**src/rtl/hazard_ctrl_pkg.sv**
```systemverilog
// Shared definitions for the pipeline hazard controller.
//   state_e        : controller state (IDLE, MD_WAIT)
//   REG_ZERO       : architectural zero register; never a real dependency
//   MULDIV_LAT_MIN : smallest legal mul/div occupancy of EX
//   MULDIV_LAT_MAX : largest legal occupancy (bounded by the 4-bit wait counter)
package hazard_ctrl_pkg;

  typedef enum logic [0:0] {
    IDLE    = 1'b0,
    MD_WAIT = 1'b1
  } state_e;

  localparam logic [4:0] REG_ZERO       = 5'd0;
  localparam int         MULDIV_LAT_MIN = 1;
  localparam int         MULDIV_LAT_MAX = 16;

  function automatic bit muldiv_lat_ok(input int lat);
    return (lat >= MULDIV_LAT_MIN) && (lat <= MULDIV_LAT_MAX);
  endfunction

endpackage

```
**src/rtl/hazard_lu_detect.sv**
```systemverilog
// Load-use dependency detector (purely combinational).
// Flags when the load now in EX writes a register that the instruction in ID
// reads. rt only matters when the ID instruction actually reads rt.
//   ID_EX_MemRead : EX instruction is a load
//   ID_EX_rt      : load destination register
//   IF_ID_rs      : rs field of ID instruction
//   IF_ID_rt      : rt field of ID instruction
//   IF_ID_UsesRt  : ID instruction reads rt
//   LoadUse       : load-use hazard present
module hazard_lu_detect
  import hazard_ctrl_pkg::*;
(
  input  logic       ID_EX_MemRead,
  input  logic [4:0] ID_EX_rt,
  input  logic [4:0] IF_ID_rs,
  input  logic [4:0] IF_ID_rt,
  input  logic       IF_ID_UsesRt,
  output logic       LoadUse
);

  logic rs_match;
  logic rt_match;

  assign rs_match = (ID_EX_rt == IF_ID_rs);
  assign rt_match = IF_ID_UsesRt && (ID_EX_rt == IF_ID_rt);
  assign LoadUse  = ID_EX_MemRead && (ID_EX_rt != REG_ZERO) && (rs_match || rt_match);

endmodule

```
**src/rtl/hazard_ctrl.sv**
```systemverilog
// Pipeline hazard controller: single source of the PC, IF/ID, ID/EX and
// EX/MEM control strobes. Handles load-use stalls, wrong-path squash after a
// jump resolved in EX, and front-end freeze during a multi-cycle mul/div.
//
// Parameters:
//   MULDIV_LATENCY : cycles a mul/div occupies EX (1..16)
//   CNT_W          : width of StallCount
// Ports:
//   Clk, Rst_n                          clock, async active-low reset
//   ID_EX_MemRead, ID_EX_rt, ID_EX_jump EX-stage instruction info
//   MulDivStart                         first EX cycle of a mul/div
//   IF_ID_rs, IF_ID_rt, IF_ID_UsesRt    ID-stage operand info
//   PCWrite, IF_ID_Write, IF_ID_Flush,
//   ID_EX_Bubble, ID_EX_Hold,
//   EX_MEM_Bubble                       pipeline control strobes (Mealy)
//   StallCount                          stalled-cycle counter
// Optional feature macro:
//   HAZARD_PERF_EN : when defined, StallCount counts PCWrite=0 cycles
//                    (saturating); otherwise StallCount is tied to 0.
//
// state   | meaning
// --------+--------------------------------------------------------------
// IDLE    | normal flow; MD, jump, LU resolved in that priority
// MD_WAIT | mul/div still occupying EX; front end frozen, cnt counts down
module hazard_ctrl
  import hazard_ctrl_pkg::*;
#(
  parameter int MULDIV_LATENCY = 4,
  parameter int CNT_W          = 16
) (
  input  logic             Clk,
  input  logic             Rst_n,
  input  logic             ID_EX_MemRead,
  input  logic [4:0]       ID_EX_rt,
  input  logic             ID_EX_jump,
  input  logic             MulDivStart,
  input  logic [4:0]       IF_ID_rs,
  input  logic [4:0]       IF_ID_rt,
  input  logic             IF_ID_UsesRt,
  output logic             PCWrite,
  output logic             IF_ID_Write,
  output logic             IF_ID_Flush,
  output logic             ID_EX_Bubble,
  output logic             ID_EX_Hold,
  output logic             EX_MEM_Bubble,
  output logic [CNT_W-1:0] StallCount
);

  generate
    if (!muldiv_lat_ok(MULDIV_LATENCY)) begin : g_bad_latency
      $error("hazard_ctrl: MULDIV_LATENCY out of range 1..16");
    end
  endgenerate

  // A latency of 1 needs no stall; 2 needs only the start cycle; 3+ also
  // needs the wait state, which then lasts MULDIV_LATENCY-2 cycles.
  localparam bit         MD_EN      = (MULDIV_LATENCY >= 2);
  localparam bit         MD_WAIT_EN = (MULDIV_LATENCY >= 3);
  localparam logic [3:0] CNT_INIT   = MD_WAIT_EN ? 4'(MULDIV_LATENCY - 3) : 4'd0;

  state_e     state, state_nxt;
  logic [3:0] cnt, cnt_nxt;
  logic       load_use;
  logic       md;

  hazard_lu_detect u_lu (
    .ID_EX_MemRead (ID_EX_MemRead),
    .ID_EX_rt      (ID_EX_rt),
    .IF_ID_rs      (IF_ID_rs),
    .IF_ID_rt      (IF_ID_rt),
    .IF_ID_UsesRt  (IF_ID_UsesRt),
    .LoadUse       (load_use)
  );

  assign md = MulDivStart && MD_EN;

  always_comb begin
    state_nxt     = state;
    cnt_nxt       = cnt;
    PCWrite       = 1'b1;
    IF_ID_Write   = 1'b1;
    IF_ID_Flush   = 1'b0;
    ID_EX_Bubble  = 1'b0;
    ID_EX_Hold    = 1'b0;
    EX_MEM_Bubble = 1'b0;
    if (!Rst_n) begin
      // Reset holds the pipeline empty: nothing advances, nothing enters.
      PCWrite      = 1'b0;
      IF_ID_Write  = 1'b0;
      IF_ID_Flush  = 1'b1;
      ID_EX_Bubble = 1'b1;
    end else begin
      case (state)
        IDLE: begin
          if (md) begin
            PCWrite       = 1'b0;
            IF_ID_Write   = 1'b0;
            ID_EX_Hold    = 1'b1;
            EX_MEM_Bubble = 1'b1;
            if (MD_WAIT_EN) begin
              state_nxt = MD_WAIT;
              cnt_nxt   = CNT_INIT;
            end
          end else if (ID_EX_jump) begin
            IF_ID_Flush  = 1'b1;
            ID_EX_Bubble = 1'b1;
          end else if (load_use) begin
            PCWrite      = 1'b0;
            IF_ID_Write  = 1'b0;
            ID_EX_Bubble = 1'b1;
          end
        end
        MD_WAIT: begin
          // Jump/LU stay visible in the held ID/EX and are handled after exit.
          PCWrite       = 1'b0;
          IF_ID_Write   = 1'b0;
          ID_EX_Hold    = 1'b1;
          EX_MEM_Bubble = 1'b1;
          if (cnt == 4'd0) begin
            state_nxt = IDLE;
          end else begin
            cnt_nxt = cnt - 4'd1;
          end
        end
        default: begin
          state_nxt = IDLE;
          cnt_nxt   = 4'd0;
        end
      endcase
    end
  end

  always_ff @(posedge Clk or negedge Rst_n) begin
    if (!Rst_n) begin
      state <= IDLE;
      cnt   <= 4'd0;
    end else begin
      state <= state_nxt;
      cnt   <= cnt_nxt;
    end
  end

`ifdef HAZARD_PERF_EN
  logic [CNT_W-1:0] stall_cnt;

  always_ff @(posedge Clk or negedge Rst_n) begin
    if (!Rst_n) begin
      stall_cnt <= '0;
    end else if (!PCWrite && (stall_cnt != '1)) begin
      stall_cnt <= stall_cnt + CNT_W'(1);
    end
  end

  assign StallCount = stall_cnt;
`else
  assign StallCount = '0;
`endif

endmodule

```
**config.mk**
```make
export PLATFORM = sky130hd
export DESIGN_NAME = hazard_ctrl
export DESIGN_NICKNAME = d
export VERILOG_FILES = /design/src/rtl/hazard_ctrl_pkg.sv /design/src/rtl/hazard_lu_detect.sv /design/src/rtl/hazard_ctrl.sv
export SDC_FILE = /design/constraint.sdc
export NUM_CORES = 1
export LEC_CHECK = 0
export BUFFER_PORTS_ARGS = -buffer_cell sky130_fd_sc_hd__buf_4
export CORE_UTILIZATION = 40
export CTS_BUF_LIST = sky130_fd_sc_hd__clkbuf_8
export CTS_CLUSTER_SIZE = 16
export DETAILED_ROUTE_END_ITERATION = 8
export PLACE_DENSITY_LB_ADDON = 0.25
export SETUP_SLACK_MARGIN = 0.2
export SYNTH_ARGS = -nofsm -noshare
export SYNTH_HDL_FRONTEND = slang
export SYNTH_SLANG_ARGS = --single-unit
export TNS_END_PERCENT = 20
```
**constraint.sdc**
```tcl
create_clock -name Clk -period 1.45 [get_ports Clk]
set_clock_uncertainty 0.05 [all_clocks]
set_input_delay 0 -clock Clk [delete_from_list [all_inputs] [get_ports Clk]]
set_output_delay 0 -clock Clk [all_outputs]
set_load 0.05 [all_outputs]
```
Word-level counts from Yosys, hierarchy flattened
Index checks and enable logic that the tools add are counted.
{"block": "word_totals", "regBits": 5, "latch_bits": 0, "ramBits": 0, "romBits": 0, "input_bits": 21, "output_inout_bits": 22, "elab_cells": 37, "memories": 0}
{"block": "classes", "add_sub_neg": 1, "n_mul": 0, "n_div": 0, "n_lt_le_gt_ge": 0, "eq_ne": 4, "n_shift": 0, "muxes": 22, "bitwise": 1, "n_reduce_logical": 7}
{"operator": "two-way mux 1 bit", "n": 16}
{"operator": "== test 5 bit", "n": 2}
{"operator": "two-way mux 4 bit", "n": 2}
{"operator": "case mux 4 bit (2 select lines)", "n": 1}
{"operator": "case mux 1 bit (2 select lines)", "n": 3}
{"operator": "nonzero test 5 bit", "n": 1}
{"operator": "logical NOT 4 bit", "n": 1}
{"operator": "inequality test 2 bit, second input constant", "n": 2}
{"operator": "subtractor 4 x 1 -> 4 bit, second input constant", "n": 1}
{"operator": "logical AND 1 bit", "n": 3}
{"operator": "AND reduction 3 bit", "n": 1}
{"operator": "logical OR 1 bit", "n": 1}
{"operator": "inverter 1 bit", "n": 1}

Depth between registers and ports, before layout
Gate-level depths: netlist (run 1).
{"block": "depth", "ltp_word": 9, "depth_mapped": 6, "mapped_depth_nobuf": 6}

By module
A second synthesis (run 1) with hierarchy kept.
{"block": "hier_totals", "cells_unflattened": 68, "hier_area_um2": 610.6}
{"mod": "hazard_ctrl", "n_inst": 1, "cells_per_inst": 51, "area_each_um2": 478.0, "seq_area_each_um2": 125.1}
{"mod": "hazard_lu_detect", "n_inst": 1, "cells_per_inst": 17, "area_each_um2": 132.6, "seq_area_each_um2": 0.0}

Worst setup path before layout (run 1)
Ideal clock, no wire load.
{"block": "synth_timing", "path_type": "register to output", "startpoint": "reg state", "endpoint": "out ID_EX_Bubble", "arrival_ns": 2.132, "required_time_ns": 1.400, "path_slack_ns": -0.732, "stages_incl_launch_ff": 3, "n_path_buf": 0, "path_cell_list": "dfrtp_1 o21a_1 o31ai_1"}
{"block": "synth_between", "elab_chain_cells": 2}
{"element": "start, declared", "line": "hazard_ctrl.sv:61", "rtl": "state_e state, state_nxt;"}
{"element": "start signal, assigned", "line": "hazard_ctrl.sv:138", "rtl": "state <= state_nxt;"}
{"element": "two-way mux 1 bit", "line": "hazard_ctrl.sv:93", "rtl": "case (state)"}
{"element": "two-way mux 1 bit", "line": "hazard_ctrl.sv:86", "rtl": "if (!Rst_n) begin"}
{"element": "end, declared", "line": "hazard_ctrl.sv:43", "rtl": "output logic ID_EX_Bubble,"}
Every way passes these cells.

Final worst setup path (run 1)
{"block": "layout_timing", "startpoint": "reg cnt[0]", "endpoint": "reg cnt[2]"}
{"block": "layout_between", "elab_chain_cells": 3, "elab_cells_between_ends": 6, "cone_classes": "add/sub (1); eq/ne (1); mux (2); reduce/logical (2)"}
{"element": "start, declared", "line": "hazard_ctrl.sv:62", "rtl": "logic [3:0] cnt, cnt_nxt;"}
{"element": "start signal, assigned", "line": "hazard_ctrl.sv:139", "rtl": "cnt <= cnt_nxt;"}
{"element": "subtractor 4 x 1 -> 4 bit / logical NOT 4 bit (equally long branches)", "line": "hazard_ctrl.sv:122, hazard_ctrl.sv:119"}
{"element": "two-way mux 4 bit / inequality test 2 bit (equally long branches)"}
{"element": "case mux 4 bit (2 select lines) / AND reduction 3 bit (equally long branches)"}
Parallel ways exist; a longest one is shown, timed or not. The select of a mux whose other input is x is not followed.
A chain may end at the register's enable or synchronous reset.

==> flow_metrics.env, run 1 <==
export IMPL_ctsLongestPathBuffers=2
export IMPL_drt_vias_per_instance=4.62
export IMPL_ys_ff_latch=5
export IMPL_fill_cells=113
export IMPL_p_leak_nw=0.441
export IMPL_place_congestion=0.752
export IMPL_antenna_cells=0
export IMPL_nets=122
export IMPL_status="completed"
export IMPL_peakVddDrop_uv=542
export IMPL_routedWlPerCell_um=12.2
export IMPL_cts_made_buffers=3
export IMPL_overflow=0
export IMPL_setup_violations=0
export IMPL_regArea_um2=126
export IMPL_place_ws_ns=0.0243
export IMPL_core_area_mm2=0.00130
export IMPL_p_per_area_mw_per_mm2=1220
export IMPL_fin_cells=113
export IMPL_fp_dieH_um=39.5
export IMPL_antenna_left=0
export IMPL_clk_pin_slew_worst_paths_ns=0.03
export IMPL_avgSynthCellArea_um2=8.53
export IMPL_drcViolationCount=0
export IMPL_layout_worst_path_cycle_share=0.929
export IMPL_yosysWarnings=0
export IMPL_layout_drive_gt1_share=0.500
export IMPL_grt_usage=0.220
export IMPL_grt_pass1_vias=503
export IMPL_cp_max_fo=4
export IMPL_dr_pass1_iters=4
export IMPL_reg2reg_from="cnt[0]"
export IMPL_hold_worst_slack_ns=0.00779
export IMPL_drt_iter0_drc=4
export IMPL_dp_hpwl_um=1000
export IMPL_min_period_ns=1.35
export IMPL_post_dp_cell_area_um2=746
export IMPL_htreeDepth=1
export IMPL_die_area_mm2=0.00156
export IMPL_finalSetupTns_ns=0
export IMPL_synth_seq_area_share=0.222
export IMPL_hold_class="primary input to flip-flop"
export IMPL_cts_tree="done"
export IMPL_port_buffers=26
export IMPL_grt_max_degree=7
export IMPL_max_freq_ghz=0.742
export IMPL_rrSetupSlack_ns=0.10
export IMPL_area_growth_pct=60.0
export IMPL_rsz0062_at_grt="true"
export IMPL_worstRegToRegCells=6
export IMPL_final_common_cell="buf_4"
export IMPL_fin_util=0.692
export IMPL_wirelength_um=1380
export IMPL_rows=13
export IMPL_antenna_found_initial=0
export IMPL_multi_input_area_um2=434
export IMPL_layout_common_cells="buf_4 (25), conb_1 (16), xor2_1 (10)"
export IMPL_critPathArrivalTime_ns=1.39
export IMPL_final_cell_area_um2=901
export IMPL_r2r_end="cnt[2]"
export IMPL_grt_pass1_wl_um=2150
export IMPL_crit_end="cnt[2]"
export IMPL_start_kind="flip-flop"
export IMPL_numClockSinks=5
export IMPL_drv_slew=0
export IMPL_die_x_um=39.5
export IMPL_endpoint_kind="flip-flop"
export IMPL_vias=522
export IMPL_hold_viol_final=0
export IMPL_syn_area_um2=563
export IMPL_worstSetupPathType="flip-flop to flip-flop"
export IMPL_clk_latency_ns=0.22
export IMPL_synth_distinct_cells=23
export IMPL_worstSetupStartpoint="cnt[0]"
export IMPL_start_util=0.433
export IMPL_syn_inst=66
export IMPL_timing_final_ws_setup_ns=0.103
export IMPL_total_power_mw=1.10
export IMPL_drv_cap=0
export IMPL_dp_cells=104
export IMPL_root_buffer="clkbuf_8"
export IMPL_ios=43
export IMPL_worst_ep_required_time_ns=1.49
==> where the power goes <==
part           internal [mW]  switching (mW)
logic                  0.259           0.354
clock network          0.181          0.0665
registers              0.192          0.0467
==> Yosys cell counts <==
cell type	instances	area share
inv_1	4	0.027
nand3_1	2	0.018
o21ai_0	2	0.018
xnor2_1	1	0.016
a32oi_1	1	0.016
a21oi_1	1	0.0089
or4_1	1	0.013
nand3b_1	1	0.013
nor4_2	1	0.022
o311a_1	1	0.018
dfrtp_1	5	0.22
conb_1	1	0.0067
buf_4	18	0.24
xor2_1	11	0.17
nor3_1	3	0.027
nand4bb_1	1	0.020
a41oi_1	1	0.016
o21a_1	1	0.013
ha_1	2	0.044
and2_1	1	0.011
o31ai_1	1	0.013
nor2_1	5	0.033
a21o_1	1	0.013
==> worst max-delay path, cell delays in order, from the launching register on <==
cell	delay, ns
dfrtp_1	0.39
inv_2	0.08
ha_2	0.19
nand4bb_4	0.13
nand3_1	0.13
xor2_1	0.18
nor2_1	0.07
==> per-layer routing <==
metal  track usage  vias to the layer above  routed length [µm]
li1              -                      254                   -
met1         0.241                      236                 533
met2         0.385                       30                 732
met3        0.0739                        2                  93
met4        0.0776                        0                  17
met5             0                        -                   0
==> cells by family after synthesis <==
kind of cell	count (synthesis)	synth area share
flip-flops	5	0.222
buffers and inverters	22	0.267
other	1	0.00666
XOR/XNOR	12	0.187
AO/OA/AOI/OAI	9	0.116
adder cells (fa/ha/maj)	2	0.0444
AND/OR/NAND/NOR	15	0.158
==> flip-flops by register name (all words and copies together) (netlist names) <==
signal,flops
cnt,4
state,1
==> how the worst min path moves through the flow <==
stage	end	from	slack (ns)	depth (start not counted)
after detailed placement	cnt[3]	Rst_n	-0.22	1
after CTS	cnt[0]	Rst_n	0.003	2
after floorplan	cnt[0]	Rst_n	-0.35	0
after global placement	cnt[3]	Rst_n	-0.22	1
after global routing	cnt[0]	Rst_n	0.02	2
final	cnt[0]	Rst_n	0.008	2
==> repair_timing <==
action                                  CTS  global route
hold endpoints to repair                  5             0
buffers inserted                          4             0
hold buffers                              1             0
gates resized for setup                  16             2
endpoints found under the setup margin    9             9
pin swaps                                 8             3
==> final cells by class <==
| cell class | instances | share of cell area |
|---|---|---|
| clock buffer | 3 | 0.0458 |
| clock inverter | 1 | 0.00417 |
| multi-input combinational | 54 | 0.482 |
| timing repair buffer | 31 | 0.290 |
| sequential | 5 | 0.140 |
| tap | 15 | 0.0208 |
| inverter | 4 | 0.0167 |
Power figures use the tool's default switching activity.
==> run 2, diff against run 1 <==
PLACE_DENSITY = 0.8   (was default)
PLACE_DENSITY_LB_ADDON = default   (was 0.25)
SETUP_SLACK_MARGIN = 0.3   (was 0.2)
==> run 2 against run 1 <==
Die area unchanged. Clock power up 2%. Sequential power about the same. Hold slack better by 0.0062 ns. Non-clock buffer count up 3. Maximum frequency up 0.65%. Global-route usage up 2.0 points. Flip-flop and latch count unchanged. Combinational power up 9.8%.
==> flow_metrics.env, run 2 (synthesis results as in run 1) <==
export IMPL_status="completed"
export IMPL_layout_drive_gt1_share=0.525
export IMPL_overflow=0
export IMPL_drt_iter0_drc=9
export IMPL_ios=43
export IMPL_p_leak_nw=0.452
export IMPL_worst_ep_required_time_ns=1.40
export IMPL_dp_hpwl_um=983
export IMPL_start_util=0.433
export IMPL_largest_register_ff_count=4
export IMPL_area_growth_pct=64.9
export IMPL_fp_dieH_um=39.5
export IMPL_drv_slew=0
export IMPL_clk_latency_ns=0.22
export IMPL_routedWlPerCell_um=14.0
export IMPL_start_kind="flip-flop"
export IMPL_dr_pass1_iters=4
export IMPL_cts_tree="done"
export IMPL_final_common_cell="buf_4"
export IMPL_clk_pin_slew_worst_paths_ns=0.04
export IMPL_wirelength_um=1620
export IMPL_grt_pass1_vias=533
export IMPL_root_buffer="clkbuf_8"
export IMPL_drt_vias_per_instance=4.78
export IMPL_endpoint_kind="primary output"
export IMPL_grt_max_degree=6
export IMPL_nets=125
export IMPL_grt_pass1_wl_um=2420
export IMPL_p_per_area_mw_per_mm2=1250
export IMPL_htreeDepth=1
export IMPL_setup_violations=0
export IMPL_cp_max_fo=3
export IMPL_port_buffers=26
export IMPL_layout_worst_path_cycle_share=0.923
export IMPL_final_cell_area_um2=928
export IMPL_drv_cap=0
export IMPL_min_period_ns=1.34
export IMPL_cts_made_buffers=3
export IMPL_worstSetupPathType="flip-flop to primary output"
export IMPL_rows=13
export IMPL_critPathArrivalTime_ns=1.29
export IMPL_place_congestion=0.724
export IMPL_hold_class="primary input to flip-flop"
export IMPL_ctsLongestPathBuffers=2
export IMPL_antenna_cells=0
export IMPL_max_freq_ghz=0.747
export IMPL_hold_viol_final=0
export IMPL_drcViolationCount=0
export IMPL_grt_usage=0.240
export IMPL_rsz0062_at_grt="true"
export IMPL_core_area_mm2=0.00130
export IMPL_layout_common_cells="buf_4 (29), conb_1 (16), xor2_1 (10)"
export IMPL_finalSetupTns_ns=0
export IMPL_antenna_found_initial=0
export IMPL_top_register="cnt"
export IMPL_reg_top3="cnt x4, state x1"
export IMPL_total_power_mw=1.16
export IMPL_die_area_mm2=0.00156
export IMPL_hold_worst_slack_ns=0.0139
export IMPL_post_dp_cell_area_um2=753
export IMPL_antenna_left=0
export IMPL_die_x_um=39.5
export IMPL_vias=555
export IMPL_peakVddDrop_uv=683
export IMPL_numClockSinks=5
run 2: cell types whose count changed in the layout (fill, tap and decap cells not counted):
cell / before / now
buf_4: 25 / 29
buf_8: 2 / 1
ha_2: 1 / 0
ha_4: 0 / 1
nor2_1: 4 / 3
nor2_2: 1 / 2
run 2: critical path, cell delays in order, from the launching register on:
cell and delay, ns:
dfrtp_2 0.42, o21a_4 0.24, o31ai_4 0.22, buf_6 0.19
run 2: report_power, final:
| group | internal (mW) | switching [mW] | total [mW] |
|---|---|---|---|
| registers | 0.192 | 0.0458 | 0.238 |
| logic | 0.290 | 0.384 | 0.674 |
| clock network | 0.182 | 0.0714 | 0.253 |
run 2: worst paths after layout:
path	startpoint	endpoint	slack [ns]	cells after the start
min reg2reg	cnt[2]	cnt[2]	0.53	2
max reg2reg	state	cnt[3]	0.15	5
min in group asynchronous	Rst_n	cnt[1]	0.18	2
min	Rst_n	cnt[0]	0.01	2
max	state	ID_EX_Bubble	0.11	3
max in group asynchronous	Rst_n	state	0.96	2
run 2: per-layer routing:
metal / vias to the layer above / share of wire / GRT usage
met5: - / 0 / 0
met4: 0 / 0.0037 / 0.0776
met3: 2 / 0.051 / 0.0227
met2: 34 / 0.57 / 0.459
met1: 262 / 0.37 / 0.269
li1: 257 / - / -
run 2: what timing repair did:
action                                  CTS  global route
endpoints found under the setup margin   11            11
pin swaps                                13             2
buffers inserted                          5             1
gates resized for setup                  15             3
hold endpoints to repair                  5             0
gates cloned                              0             0
hold buffers                              1             0
run 2: cell type report:
type / instances / area, µm²
multi-input cells: 54 / 447
flip-flops and latches: 5 / 126
well taps: 15 / 18.8
repair buffers: 34 / 277
inverters: 4 / 15.0
clock buffers: 3 / 41.3
fillers: 96 / 373
clock inverters: 1 / 3.75
run 2: per-stage QoR:
stage	setup WS, ns	utilization	std cells
CTS	0.139	0.692	115
finish	0.112	0.713	116
floorplan	0.159	-	81
global placement	0.0893	0.579	105
detailed placement	0.0746	0.579	105
global route	0.0773	0.713	116
